--- src/rtl/lsu_mem_stage.sv ---
// RV32I load/store stage: single-outstanding req/ack data bus, load extension, PC stall.
// Optional LSU_TIMEOUT_EN aborts a request after TIMEOUT_CYCLES unacknowledged REQ cycles.
module lsu_mem_stage #(
    parameter int ADDR_W         = 32,
    parameter int TIMEOUT_CYCLES = 255
) (
    input  logic              clk,
    input  logic              reset,
    input  logic              mem_read,
    input  logic              mem_write,
    input  logic [2:0]        funct3,
    input  logic [ADDR_W-1:0] addr,
    input  logic [31:0]       store_data,
    output logic [31:0]       load_data,
    output logic              done,
    output logic              stall,
    output logic              fault,
    output logic [1:0]        fault_cause,
    output logic              bus_req,
    output logic              bus_we,
    output logic [ADDR_W-1:0] bus_addr,
    output logic [31:0]       bus_wdata,
    output logic [3:0]        bus_wstrb,
    input  logic [31:0]       bus_rdata,
    input  logic              bus_ack
);

    typedef enum logic [1:0] {ST_IDLE, ST_REQ, ST_DONE} state_t;

    state_t            state_q, state_d;
    logic              bus_req_q, bus_req_d;
    logic              bus_we_q, bus_we_d;
    logic [ADDR_W-1:0] bus_addr_q, bus_addr_d;
    logic [31:0]       bus_wdata_q, bus_wdata_d;
    logic [3:0]        bus_wstrb_q, bus_wstrb_d;
    logic [31:0]       load_data_q, load_data_d;
    logic              fault_q, fault_d;
    logic [1:0]        fault_cause_q, fault_cause_d;
    logic [2:0]        funct3_q, funct3_d;
    logic [1:0]        addr_lo_q, addr_lo_d;

`ifdef LSU_TIMEOUT_EN
    localparam int CNT_W = ($clog2(TIMEOUT_CYCLES + 1) > 8) ? $clog2(TIMEOUT_CYCLES + 1) : 8;
    logic [CNT_W-1:0] cnt_q, cnt_d;
`else
    localparam int TIMEOUT_UNUSED = TIMEOUT_CYCLES;
`endif

    logic        access, misaligned, illegal;
    logic [3:0]  strb_base;
    logic [31:0] wdata_lanes, rdata_shifted, load_ext;
    logic [15:0] rdata_half;

    always_comb begin
        access     = mem_read | mem_write;
        misaligned = ((funct3[1:0] == 2'b01) && addr[0]) ||
                     ((funct3[1:0] == 2'b10) && (addr[1:0] != 2'b00));
        illegal    = (mem_read && mem_write) ||
                     (mem_write && (funct3[2] || (&funct3[1:0]))) ||
                     (mem_read && ((&funct3[1:0]) || (funct3[2] && funct3[1])));

        case (funct3[1:0])
            2'b00:   begin strb_base = 4'b0001; wdata_lanes = {4{store_data[7:0]}};  end
            2'b01:   begin strb_base = 4'b0011; wdata_lanes = {2{store_data[15:0]}}; end
            default: begin strb_base = 4'b1111; wdata_lanes = store_data;            end
        endcase

        // Extraction uses the funct3/offset latched at request time, not the live inputs.
        rdata_shifted = bus_rdata >> {addr_lo_q, 3'b000};
        rdata_half    = addr_lo_q[1] ? bus_rdata[31:16] : bus_rdata[15:0];
        case (funct3_q)
            3'b000:  load_ext = {{24{rdata_shifted[7]}}, rdata_shifted[7:0]};
            3'b001:  load_ext = {{16{rdata_half[15]}}, rdata_half};
            3'b100:  load_ext = {24'd0, rdata_shifted[7:0]};
            3'b101:  load_ext = {16'd0, rdata_half};
            default: load_ext = bus_rdata;
        endcase
    end

    always_comb begin
        state_d       = state_q;
        bus_req_d     = bus_req_q;
        bus_we_d      = bus_we_q;
        bus_addr_d    = bus_addr_q;
        bus_wdata_d   = bus_wdata_q;
        bus_wstrb_d   = bus_wstrb_q;
        load_data_d   = load_data_q;
        fault_d       = fault_q;
        fault_cause_d = fault_cause_q;
        funct3_d      = funct3_q;
        addr_lo_d     = addr_lo_q;
`ifdef LSU_TIMEOUT_EN
        cnt_d         = cnt_q;
`endif

        case (state_q)
            ST_IDLE: begin
                if (access) begin
                    // Illegal takes priority over misaligned when both apply.
                    if (illegal) begin
                        state_d       = ST_DONE;
                        fault_d       = 1'b1;
                        fault_cause_d = 2'b01;
                    end else if (misaligned) begin
                        state_d       = ST_DONE;
                        fault_d       = 1'b1;
                        fault_cause_d = 2'b00;
                    end else begin
                        state_d     = ST_REQ;
                        fault_d     = 1'b0;
                        bus_req_d   = 1'b1;
                        bus_we_d    = mem_write;
                        bus_addr_d  = {addr[ADDR_W-1:2], 2'b00};
                        bus_wdata_d = mem_write ? wdata_lanes : 32'd0;
                        bus_wstrb_d = mem_write ? (strb_base << addr[1:0]) : 4'b0000;
                        funct3_d    = funct3;
                        addr_lo_d   = addr[1:0];
`ifdef LSU_TIMEOUT_EN
                        cnt_d       = '0;
`endif
                    end
                end
            end
            ST_REQ: begin
                if (bus_ack) begin
                    state_d   = ST_DONE;
                    bus_req_d = 1'b0;
                    if (!bus_we_q) begin
                        load_data_d = load_ext;
                    end
`ifdef LSU_TIMEOUT_EN
                end else if (cnt_q == CNT_W'(TIMEOUT_CYCLES - 1)) begin
                    state_d       = ST_DONE;
                    bus_req_d     = 1'b0;
                    fault_d       = 1'b1;
                    fault_cause_d = 2'b10;
                end else begin
                    cnt_d = cnt_q + 1'b1;
`endif
                end
            end
            default: begin
                state_d = ST_IDLE;
                fault_d = 1'b0;
            end
        endcase
    end

    always_ff @(posedge clk or negedge reset) begin
        if (!reset) begin
            state_q       <= ST_IDLE;
            bus_req_q     <= 1'b0;
            bus_we_q      <= 1'b0;
            bus_addr_q    <= '0;
            bus_wdata_q   <= '0;
            bus_wstrb_q   <= '0;
            load_data_q   <= '0;
            fault_q       <= 1'b0;
            fault_cause_q <= 2'b00;
            funct3_q      <= 3'b000;
            addr_lo_q     <= 2'b00;
`ifdef LSU_TIMEOUT_EN
            cnt_q         <= '0;
`endif
        end else begin
            state_q       <= state_d;
            bus_req_q     <= bus_req_d;
            bus_we_q      <= bus_we_d;
            bus_addr_q    <= bus_addr_d;
            bus_wdata_q   <= bus_wdata_d;
            bus_wstrb_q   <= bus_wstrb_d;
            load_data_q   <= load_data_d;
            fault_q       <= fault_d;
            fault_cause_q <= fault_cause_d;
            funct3_q      <= funct3_d;
            addr_lo_q     <= addr_lo_d;
`ifdef LSU_TIMEOUT_EN
            cnt_q         <= cnt_d;
`endif
        end
    end

    assign done        = (state_q == ST_DONE);
    assign fault       = done & fault_q;
    assign fault_cause = done ? fault_cause_q : 2'b00;
    assign stall       = ((state_q == ST_IDLE) && (mem_read || mem_write)) || (state_q == ST_REQ);
    assign load_data   = load_data_q;
    assign bus_req     = bus_req_q;
    assign bus_we      = bus_we_q;
    assign bus_addr    = bus_addr_q;
    assign bus_wdata   = bus_wdata_q;
    assign bus_wstrb   = bus_wstrb_q;

endmodule
--- config.mk ---
export PLATFORM = sky130hd
export DESIGN_NAME = lsu_mem_stage
export DESIGN_NICKNAME = d
export VERILOG_FILES = /design/src/rtl/lsu_mem_stage.sv
export SDC_FILE = /design/constraint.sdc
export NUM_CORES = 1
export LEC_CHECK = 0
export BUFFER_PORTS_ARGS = -buffer_cell sky130_fd_sc_hd__buf_2
export CAP_MARGIN = 15
export CORE_MARGIN = 5
export CORE_UTILIZATION = 40
export CTS_BUF_LIST = sky130_fd_sc_hd__clkbuf_8
export DETAILED_ROUTE_END_ITERATION = 8
export PLACE_DENSITY_LB_ADDON = 0.3
export SETUP_SLACK_MARGIN = 0.15
export SYNTH_ARGS = -nofsm -noshare
export SYNTH_HDL_FRONTEND = slang
export SYNTH_SLANG_ARGS = --single-unit
--- constraint.sdc ---
create_clock -name clk -period 2.1 [get_ports clk]
set_clock_uncertainty 0.05 [all_clocks]
set_input_delay 0.105 -clock clk [delete_from_list [all_inputs] [get_ports clk]]
set_output_delay 0.105 -clock clk [all_outputs]
set_load 0.01 [all_outputs]
== Word level (Yosys, flattened, before mapping) ==
Cells that the tools add are included.
Storage, ports and cells
  bits in registers: 110
  input bits: 104
  output and inout port bits: 107
  word-level logic and storage cells: 80
Cells by class
  eq/ne operators: 11
  shift-type cells: 2
  mux-type cells: 23
  bitwise gates (word level): 6
  reductions and logical operators: 27
Operators with widths (number)
  $pmux 32 s4: 1
  $pmux 32 s2: 1
  $mux 32: 1
  $shr 32x5->8: 1
  $mux 16: 1
  $mux 2: 7
  $ne 2x2->1 const B: 4
  $pmux 4 s2: 1
  $logic_and 1x1->1: 7
  $logic_or 1x1->1: 7
  $mux 1: 7
  $eq 3x3->1 const B: 2
  $reduce_and 2->1: 3
  $reduce_and 3->1: 2
  $reduce_bool 2->1: 3
  $reduce_and 5->1: 1
  $eq 2x1->1 const B: 2
  $eq 2x2->1 const B: 2
  $logic_not 2->1: 2
  $mux 4: 1
  $not 1->1: 4
  $pmux 1 s2: 2
  $pmux 2 s2: 1
  $reduce_and 4->1: 1
  5 further kinds: 5

== Logic depth before layout (Yosys ltp) ==
Gate-level depths: netlist of the first run.
  depth in word-level cells: 8
  gate-level depth with buffers: 7
  mapped depth without buffers: 4

== Least setup slack after synthesis of the first run ==
Ideal clock, no wire load.
  kind: register -> register
  start point: register addr_lo_q[1]
  end point: register load_data_q[12] (netlist: load_data[12])
  library setup time: 137 ps
  data arrival time: 1420 ps
  required time: 1913 ps
  slack: 494 ps
  cell stages (with the launch flop): 6
  path buffers: 1
  period minus slack after synthesis: 1606 ps
  cell sequence: dfrtp_1 -> buf_6 -> mux4_2 -> nor4b_4 -> a221oi_1 -> a21oi_1
On the way
  word-level cells in the longest chain between the ends: 2
  elaborated cells between the ends (all ways): 3
  those cells by class: shift: 1; mux: 2
RTL lines
  start, declared: RTL line 40  | logic [1:0] addr_lo_q, addr_lo_d;
  start signal, assigned: RTL line 176  | addr_lo_q <= addr_lo_d;
  $shr 32x5->8 / $mux 16 (equally long branches): RTL line 69, 70
  $pmux 32 s4 (*): RTL line 71  | case (funct3_q)
  end signal, assigned: RTL line 172  | load_data_q <= load_data_d;
  end, declared: RTL line 36  | logic [31:0] load_data_q, load_data_d;
Mark *: on every way between the ends. The rest lies on a longest branch, timed or not.
A chain may end at the register's enable or synchronous reset.

== Worst setup path in the final report of the first run ==
  start point: input port mem_write
  end point: register bus_addr_q[22] (netlist: bus_addr[22])
On the way
  word-level cells in the longest chain between the ends: 5
  elaborated cells between the ends (all ways): 7
  those cells by class: bitwise: 2; reduce/logical: 5
RTL lines
  start, declared: RTL line 10  | input logic mem_write,
  $logic_and 1x1->1, on equally long branches: RTL line 58, 59
  $logic_or 1x1->1: RTL line 58  | illegal = (mem_read && mem_write) ||
  $logic_or 1x1->1: RTL line 59  | (mem_write && (funct3[2] || (&funct3[1:0]))) ||
  $not 1->1 (no line)
  $reduce_and 4->1 (no line) (*)
  end signal, assigned: RTL line 169  | bus_addr_q <= bus_addr_d;
  end, declared: RTL line 33  | logic [ADDR_W-1:0] bus_addr_q, bus_addr_d;
Marks and branches as above.

==> results.yml, run 1 <==
routing:
  drtAntennaViolNets: 0
  drc: 0
  drt_iter0_markers: 377
  viasPerCell: 5.02
  wl_mm: 16.0
  vias: 4787
  drt_first_pass_iters: 5
  routedWlPerCell_um: 16.8
timing:
  hold_violations: 0
  finalCriticalPeriod_ns: 1.84
  drv_slew: 0
  tns_ns: 0
  setup_viol: 0
  timing.final.ws_setup_ns: 0.263
  worst_pin_slew_ns: 0.597
  fin_crit_sh_pct: 87.5
  max_freq_mhz: 544
  max_slew_margin_pct: 60.2
  grt_setup_unrepaired: "false"
yosys:
  ys_seq_elements: 109
  syn-instance-count: 504
  synth_edf_count: 0
  ys_async_sr_fraction_pct: 100
  yosysWarnings: 0
  synth_cell_types: 42
  syn-mean-instance-area_um2: 11.1
  synth-seq-area-share_pct: 48.9
  synthFlopType: "dfrtp_1"
  syn_area_um2: 5580
floorplan:
  core_region_area_um2: 13800
  die_w_um: 128
  die-area_um2: 16400
  io_pins: 211
  start_util_pct: 40.5
  die_h_um: 128
  core.rowCount: 43
placed_design:
  place_ws_ns: 0.351
  gp_congestion: 0.861
  io_buffers: 207
  hpwl_mm: 11.2
clock_tree:
  cts_root_buffer: "clkbuf_8"
  path_clk_slew_ns: 0.11
  clockBufferDepth: 2
  htree_levels: 3
  cts_buffers: 9
  worstSkewPairLatency_ns: 0.38
  cts_tree: "done"
  cts_sinks: 109
pwr:
  peakVddDrop_mv: 0.478
  power.leakage_nw: 3.93
  p_per_area_nw_per_um2: 1250
  total_power_w: 0.00957
run:
  maxCapViolations: 0
critical_path:
  crit_path_max_fanout: 56
  crit_type: "in -> reg"
  cp.arrival_ns: 2.05
  end_kind: "register"
  reg2regPathDepth: 5
  critPathRequiredTime_ns: 2.32
  startpoint_type: "input port"
worst_hold_path:
  hp-class: "in -> reg"
  hold_depth: 5
finish:
  area_growth_pct: 36.9
  fillers: 1212
  nets: 871
  drive_gt1_share_pct: 39.0
  final_core_util_pct: 55.4
outcome:
  outcome: "complete, no violations"
grt:
  grt_pass1_wl_mm: 25.6
  grt_max_degree: 58
  grt_pass1_vias: 5159
  grt_overflow: 0
  antenna_found_initial: 1
  grt_usage_pct: 19.5
-- cells by family after synthesis --
group           synth area share (%)
mux                             21.9
other cells                   0.0672
flops                           48.9
buf+inv                         5.97
xor+xnor                       0.157
compound gates                  11.7
simple gates                    11.3
-- per-stage QoR --
stage | instance area (µm²) | std cells | hold WS [ns]
final | 7640 | 953 | 0.0348
after global routing | 7630 | 952 | 0.0195
after CTS | 7630 | 951 | 0.00749
after detailed placement | 6780 | 870 | 0.108
after global placement | 6780 | 870 | 0.0755
after floorplan | 5590 | 506 | -0.241
-- report_power, final --
part | internal [W] | leakage [nW] | switching, W | total (W)
combinational | 0.00228 | 2.52 | 0.00223 | 0.00451
clock | 0.000509 | 0.0937 | 0.000753 | 0.00126
sequential | 0.00313 | 1.32 | 0.000660 | 0.00379
total | 0.00592 | 3.93 | 0.00364 | 0.00957
-- critical path, cell delays in order --
cell           delay, ns
dlygate4sd3_1       0.55
buf_2               0.18
o211ai_1            0.20
and3_1              0.25
nand3_4             0.09
buf_12              0.21
mux2_4              0.37
-- timing repair --
item	in CTS	in global routing
hold buffers	65	0
endpoints found under the setup margin	0	1
buffers inserted	0	0
gates resized for setup	0	0
endpoints found under the hold margin	106	0
-- cell usage after synthesis, types with 8 or more instances --
library cell  number  area (µm²)
mux2i_1           43         430
a21oi_1           17        85.1
nor2b_1            9        56.3
clkbuf_1          12        45.0
dfrtp_1          109        2730
a221oi_1           8        70.1
nor2_1            32         120
a21boi_0           8        60.1
mux2_2            15         169
a31oi_1           16         100
buf_2             11        55.1
nand2_1           70         263
mux2_4            40         601
inv_1             22        82.6
o21ai_0           24         120
-- per-layer routing --
layer  routed length, µm  part of all wire, %  vias up  global-route usage [%]
li1                    -                    -     2279                       -
met1                6580                   41     2284                    23.9
met2                7510                   47      190                    32.3
met3                1470                  9.2       32                    6.13
met4                 403                  2.5        2                    7.18
met5                   7                0.044        -                       0
-- sequential cells by signal, summed over array words and instances, names as in the netlist --
name and count:
fault_cause_q 1, fault_q 1, bus_wstrb 4, state_q 2, bus_we 1, bus_wdata 32
bus_req 1, load_data 32, funct3_q 3, bus_addr 30, addr_lo_q 2
-- path summary, 6_finish.rpt --
path | startpoint | end | slack (ns)
worst max-delay path | mem_write | bus_addr[22]$_DFFE_PN0P_ | 0.26
worst max register to register | state_q[1]$_DFFE_PN0P_ | load_data[28]$_DFFE_PN0P_ | 0.33
max in group asynchronous | reset | load_data[16]$_DFFE_PN0P_ | 1.04
worst min register to register | bus_wstrb[0]$_DFFE_PN0P_ | bus_wstrb[0]$_DFFE_PN0P_ | 0.46
min in group asynchronous | reset | bus_addr[9]$_DFFE_PN0P_ | 0.23
worst min-delay path | store_data[25] | bus_wdata[25]$_DFFE_PN0P_ | 0.03
-- area by class of cell --
class	instances	area, µm²	area share, %
clock buffers	11	151	1.98
inverters	22	82.6	1.08
diodes	1	2.50	0.0328
clock inverters	5	43.8	0.573
flip-flops and latches	109	2730	35.7
repair buffers	287	1850	24.3
multi-input cells	338	2550	33.4
well taps	180	225	2.95
-- cells in the final DEF, fill, tap and decap left out, drive strengths merged, types with 4 or more instances in the layout --
| master | instances |
|---|---|
| a221oi | 8 |
| a21oi | 17 |
| nor2b | 9 |
| inv | 23 |
| nor4bb | 7 |
| buf | 222 |
| o22a | 7 |
| mux2i | 43 |
| a21boi | 8 |
| dlygate4sd3 | 65 |
| o2bb2ai | 4 |
| mux2 | 55 |
| nand2 | 70 |
| clkbuf | 11 |
| nor2 | 34 |
| nand2b | 4 |
| dfrtp | 109 |
| o22ai | 7 |
| a31oi | 16 |
| o21ai | 25 |
Note: power is estimated with default switching activity, not from simulation.
==> run 2, diff against run 1 <==
--- a/config.mk
+++ b/config.mk
@@ -5,10 +5,12 @@
 export SDC_FILE = /design/constraint.sdc
 export NUM_CORES = 1
 export LEC_CHECK = 0
-export BUFFER_PORTS_ARGS = -buffer_cell sky130_fd_sc_hd__buf_2
+export BUFFER_PORTS_ARGS = -buffer_cell sky130_fd_sc_hd__buf_4
 export CAP_MARGIN = 15
+export CELL_PAD_IN_SITES_DETAIL_PLACEMENT = 0
+export CELL_PAD_IN_SITES_GLOBAL_PLACEMENT = 1
 export CORE_MARGIN = 5
-export CORE_UTILIZATION = 40
+export CORE_UTILIZATION = 37
 export CTS_BUF_LIST = sky130_fd_sc_hd__clkbuf_8
 export DETAILED_ROUTE_END_ITERATION = 8
 export PLACE_DENSITY_LB_ADDON = 0.3
==> results.yml, run 2 (synthesized netlist as in run 1, its figures left out) <==
outcome:
  outcome: "complete, no violations"
pwr:
  total_power_w: 0.0103
  power.leakage_nw: 4.14
  swShare_pct: 36.5
  peakVddDrop_mv: 0.603
  pwr-share-clk_pct: 13.0
  internal-power_w: 0.00657
  seqPwrFrac_pct: 36.9
  p_per_area_nw_per_um2: 1260
  comb_power_share_pct: 50.1
  power_switching_w: 0.00377
clock_tree:
  clockBufferDepth: 2
  cts_resized: 0
  cts_root_buffer: "clkbuf_8"
  htree_levels: 3
  cts_tree: "done"
  cts_sinks: 109
  path_clk_slew_ns: 0.12
  cts_buffers: 9
  worstSkewPairLatency_ns: 0.38
routing:
  wl_mm: 16.8
  vias: 4817
  drt_first_pass_iters: 5
  routedWlPerCell_um: 17.4
  drt_iter0_markers: 277
  viasPerCell: 4.99
  drc: 0
  drtAntennaViolNets: 0
grt:
  grt_pass1_vias: 5191
  antenna_found_initial: 0
  grt_max_degree: 64
  grt_usage_pct: 19.0
  grt_pass1_wl_mm: 27.3
  grt_overflow: 0
timing:
  grt_setup_unrepaired: "false"
  drv_slew: 0
  tns_ns: 0
  finalCriticalPeriod_ns: 1.87
  fin_crit_sh_pct: 89.1
  setup_viol: 0
  hold_violations: 0
  max_freq_mhz: 534
placed_design:
  gp_congestion: 0.819
  io_buffers: 207
  hpwl_mm: 12.1
finish:
  nets: 881
  antenna_cells_inserted: 0
  mostFrequentLayoutCell: "buf_4"
  final_cell_mix: "buf_4, dfrtp_1, nand2_1"
  area_growth_pct: 47.6
  final_core_util_pct: 56.2
  drive_gt1_share_pct: 39.3
critical_path:
  cp_num_buf_inv: 3
  critPathRequiredTime_ns: 2.33
  cp_common_cell: "buf_4"
  max_stage_delay_ns: 0.54
  r2r_start: "state_q[1]$_DFFE_PN0P_"
  cp.arrival_ns: 2.11
  crit_slowest_cell: "dlygate4sd3_1"
  crit_path_max_fanout: 16
  critPathTopFamily: "buffers and inverters"
  startpoint_type: "input port"
  crit_type: "in -> reg"
  worstPathCellList: "dlygate4sd3_1 > buf_4 > o21ai_0 > and3_1 > nand3_4 > buf_4 > mux2_4"
  startpoint: "funct3[2]"
  end_kind: "register"
floorplan:
  die-area_um2: 17600
  io_pins: 211
  die_h_um: 133
  core.rowCount: 44
  core_region_area_um2: 14600
  die_w_um: 133
  start_util_pct: 38.1
run:
  maxCapViolations: 0
worst_hold_path:
  hold_start: "bus_rdata[11]"
  hp-class: "in -> reg"
[run 2: cell count changes in the layout (fill, tap and decap cells not counted), moves of 2 or more]
cell           previous run  this run
buf_2                   206         0
buf_4                    12       227
clkbuf_8                 11         9
clkinvlp_4                2         0
dlygate4sd3_1            65        68
inv_6                     0         3
[run 2: layout make-up]
cell class | instances | area, µm²
fill | 1276 | 6410
timing repair buffer | 298 | 2440
multi-input combinational | 337 | 2540
clock inverter | 7 | 80.1
sequential | 109 | 2730
inverter | 22 | 82.6
clock buffer | 9 | 124
tap | 184 | 230
[run 2: what timing repair did]
action                                 4_1_cts  5_1_grt
endpoints found under the hold margin      100        0
setup endpoints to repair                    0       18
hold buffers                                68        0
buffers inserted                             0        8
[run 2: power by group through the flow]
stage                     logic, W  clock network, W  registers (W)
after floorplan            0.00235                 0        0.00419
after global placement     0.00501                 0        0.00381
after detailed placement   0.00510                 0        0.00384
after CTS                  0.00520           0.00139        0.00382
after global routing       0.00562           0.00147        0.00395
final                      0.00519           0.00134        0.00381
[run 2: worst reg2reg max path, delay by kind of cell, from the launching register on]
kind,cells,cell delay (ns)
buffers and inverters,1,0.29
DFF,1,0.45
muxes,1,0.32
and+or+nand+nor,2,0.59
[run 2: final timing paths]
check                      slack, ns  depth (start not counted)                        end
max                             0.23                          7  bus_wdata[23]$_DFFE_PN0P_
min                             0.03                          3  load_data[11]$_DFFE_PN0P_
max reg2reg                     0.30                          4  bus_wdata[23]$_DFFE_PN0P_
min reg2reg                     0.46                          2        bus_req$_DFFE_PN0P_
max in group asynchronous       1.14                          3  load_data[31]$_DFFE_PN0P_
min in group asynchronous       0.18                          2  load_data[18]$_DFFE_PN0P_
[run 2: per-stage QoR]
step | std cells | hold WS (ns) | area, µm² | setup WS, ns
detailed placement | 874 | 0.0446 | 7290 | 0.226
global placement | 874 | 0.0371 | 7290 | 0.254
floorplan | 506 | -0.241 | 5590 | 0.494
finish | 966 | 0.0307 | 8230 | 0.228
CTS | 958 | 0.00278 | 8170 | 0.176
global route | 966 | 0.0195 | 8230 | 0.195
[run 2: metal layers]
layer	wire length [µm]	track usage, %
met1	6780	23.1
met2	8380	32.5
met3	1380	5.69
met4	301	6.12
met5	0	0
==> run 3, diff against run 2 <==
--- a/config.mk
+++ b/config.mk
@@ -5,14 +5,15 @@
 export SDC_FILE = /design/constraint.sdc
 export NUM_CORES = 1
 export LEC_CHECK = 0
-export BUFFER_PORTS_ARGS = -buffer_cell sky130_fd_sc_hd__buf_4
 export CAP_MARGIN = 15
 export CELL_PAD_IN_SITES_DETAIL_PLACEMENT = 0
 export CELL_PAD_IN_SITES_GLOBAL_PLACEMENT = 1
+export CORE_ASPECT_RATIO = 0.5
 export CORE_MARGIN = 5
-export CORE_UTILIZATION = 37
+export CORE_UTILIZATION = 35
 export CTS_BUF_LIST = sky130_fd_sc_hd__clkbuf_8
 export DETAILED_ROUTE_END_ITERATION = 8
+export DONT_BUFFER_PORTS = 1
 export PLACE_DENSITY_LB_ADDON = 0.3
 export SETUP_SLACK_MARGIN = 0.15
 export SYNTH_ARGS = -nofsm -noshare
==> results.yml, run 3 (synthesized netlist as in run 1, its figures left out) <==
pwr:
  swShare_pct: 39.1
  power_switching_w: 0.00339
  peakVddDrop_mv: 0.407
  power.leakage_nw: 3.22
  seqPwrFrac_pct: 51.7
  comb_power_share_pct: 33.0
  p_per_area_nw_per_um2: 1240
  pwr-share-clk_pct: 15.2
  internal-power_w: 0.00529
grt:
  grt_pass1_wl_mm: 26.4
  grt_max_degree: 110
  grt_usage_pct: 17.9
  grt_overflow: 0
  grt_pass1_vias: 4470
  antenna_found_initial: 0
critical_path:
  crit_slowest_cell: "dlygate4sd3_1"
  cp.arrival_ns: 2.10
  max_stage_delay_ns: 0.65
  worstPathCellList: "dlygate4sd3_1 > buf_12 > nor2_1 > nor3_4 > nand3_4 > buf_4 > mux2_2"
  startpoint_type: "input port"
  reg2regPathDepth: 5
  endpoint: "bus_wdata[15]$_DFFE_PN0P_"
  startpoint: "mem_write"
  r2r_start: "addr_lo_q[1]$_DFFE_PN0P_"
  rrSetupSlack_ns: 0.36
  r2r-end: "load_data[16]$_DFFE_PN0P_"
  crit_path_max_fanout: 32
  critPathRequiredTime_ns: 2.32
  crit_type: "in -> reg"
  end_kind: "register"
finish:
  nets: 696
  mostFrequentLayoutCell: "dfrtp_1"
  antenna_cells_inserted: 0
  area_growth_pct: 25.3
  drive_gt1_share_pct: 14.6
  seq_area_um2: 2730
  fillers: 1466
  multi_input_area_um2: 2550
  design_area_um2: 6990
  final_cell_mix: "dfrtp_1, dlygate4sd3_1, nand2_1"
routing:
  drt_first_pass_iters: 4
  routedWlPerCell_um: 21.3
  wl_mm: 17.1
  drc: 0
  drtAntennaViolNets: 0
  drt_iter0_markers: 215
  viasPerCell: 5.19
  vias: 4157
timing:
  setup_viol: 0
  drv_slew: 0
  tns_ns: 0
  fin_crit_sh_pct: 89.6
  finalCriticalPeriod_ns: 1.88
  max_slew_margin_pct: 32.8
  holdWs_ns: -0.638
  max_freq_mhz: 532
  hold_violations: 109
  grt_setup_unrepaired: "false"
  worst_pin_slew_ns: 1.00
clock_tree:
  cts_root_buffer: "clkbuf_8"
  htree_levels: 3
  cts_buffers: 9
  worstSkewPairLatency_ns: 0.36
  path_clk_slew_ns: 0.11
  cts_sinks: 109
  cts_tree: "done"
  clockBufferDepth: 2
floorplan:
  die_h_um: 99.3
  io_pins: 211
  die-area_um2: 18700
  start_util_pct: 36.0
  die_w_um: 189
  core.rowCount: 32
  core_region_area_um2: 15500
run:
  maxCapViolations: 0
placed_design:
  placed_area_um2: 5700
  hpwl_mm: 10.7
  io_buffers: 0
  gp_congestion: 0.774
outcome:
  outcome: "finished, violations left"
  violations: "negative hold slack"
worst_hold_path:
  hp-class: "in -> async"
==> run 3: changes by cell type in the layout (fill, tap and decap cells not counted), sizes merged <==
cell	delta
clkbuf	+1
clkinvlp	+2
dlygate4sd3	+34
dlymetal6s4s	+1
clkinv	+1
buf	-221
inv	-3
==> run 3: area by class of cell <==
| cell class | count | area share (%) |
|---|---|---|
| flip-flops and latches | 109 | 39.0 |
| multi-input cells | 337 | 36.5 |
| inverters | 22 | 1.18 |
| repair buffers | 113 | 16.8 |
| well taps | 204 | 3.65 |
| clock inverters | 7 | 1.07 |
| clock buffers | 9 | 1.77 |
==> run 3: stage by stage <==
step	power (W)	util, %	setup WS [ns]	instances	hold slack, ns
finish	0.00868	45.1	0.219	801	-0.638
global route	0.00929	45.1	0.172	801	-0.682
CTS	0.00875	44.8	0.158	799	-0.672
detailed placement	0.00720	36.8	0.395	680	-0.237
global placement	0.00713	36.8	0.423	680	-0.237
floorplan	0.00655	-	0.494	506	-0.241
==> run 3: critical path, delay by kind of cell <==
family                 cells  cell delay (ns)
buffers and inverters      3             1.16
multiplexers               1             0.37
AND/OR/NAND/NOR            3             0.44
==> run 3: metal layers <==
metal	global-route usage [%]	share of wire, %	vias up
li1	-	-	1921
met1	22.5	42	2080
met2	30.4	48	148
met3	6.38	9.0	8
met4	2.74	0.66	0
met5	0	0	-
==> run 3: what timing repair did <==
item / in CTS / in global routing
hold buffers: 103 / 1
endpoints found under the hold margin: 212 / 110
setup endpoints to repair: 0 / 45
buffers inserted: 0 / 0
gates resized for setup: 0 / 3
==> run 3: how the worst min path moves through the flow <==
stage	start	end	cells past startpoint
3_3_place_gp	reset	bus_wdata[31]$_DFFE_PN0P_	0
4_1_cts	reset	bus_wdata[6]$_DFFE_PN0P_	0
6_report	reset	bus_wdata[27]$_DFFE_PN0P_	0
2_1_floorplan	reset	addr_lo_q[0]$_DFFE_PN0P_	0
5_1_grt	reset	bus_wdata[27]$_DFFE_PN0P_	0
3_5_place_dp	reset	bus_wdata[31]$_DFFE_PN0P_	0
==> run 3: power groups by stage <==
stage                     registers [W]  logic [W]  clock network [W]
after floorplan                 0.00419    0.00235                  0
after global placement          0.00455    0.00258                  0
after detailed placement        0.00455    0.00265                  0
after CTS                       0.00452    0.00284            0.00139
after global routing            0.00464    0.00318            0.00148
final                           0.00449    0.00287            0.00132
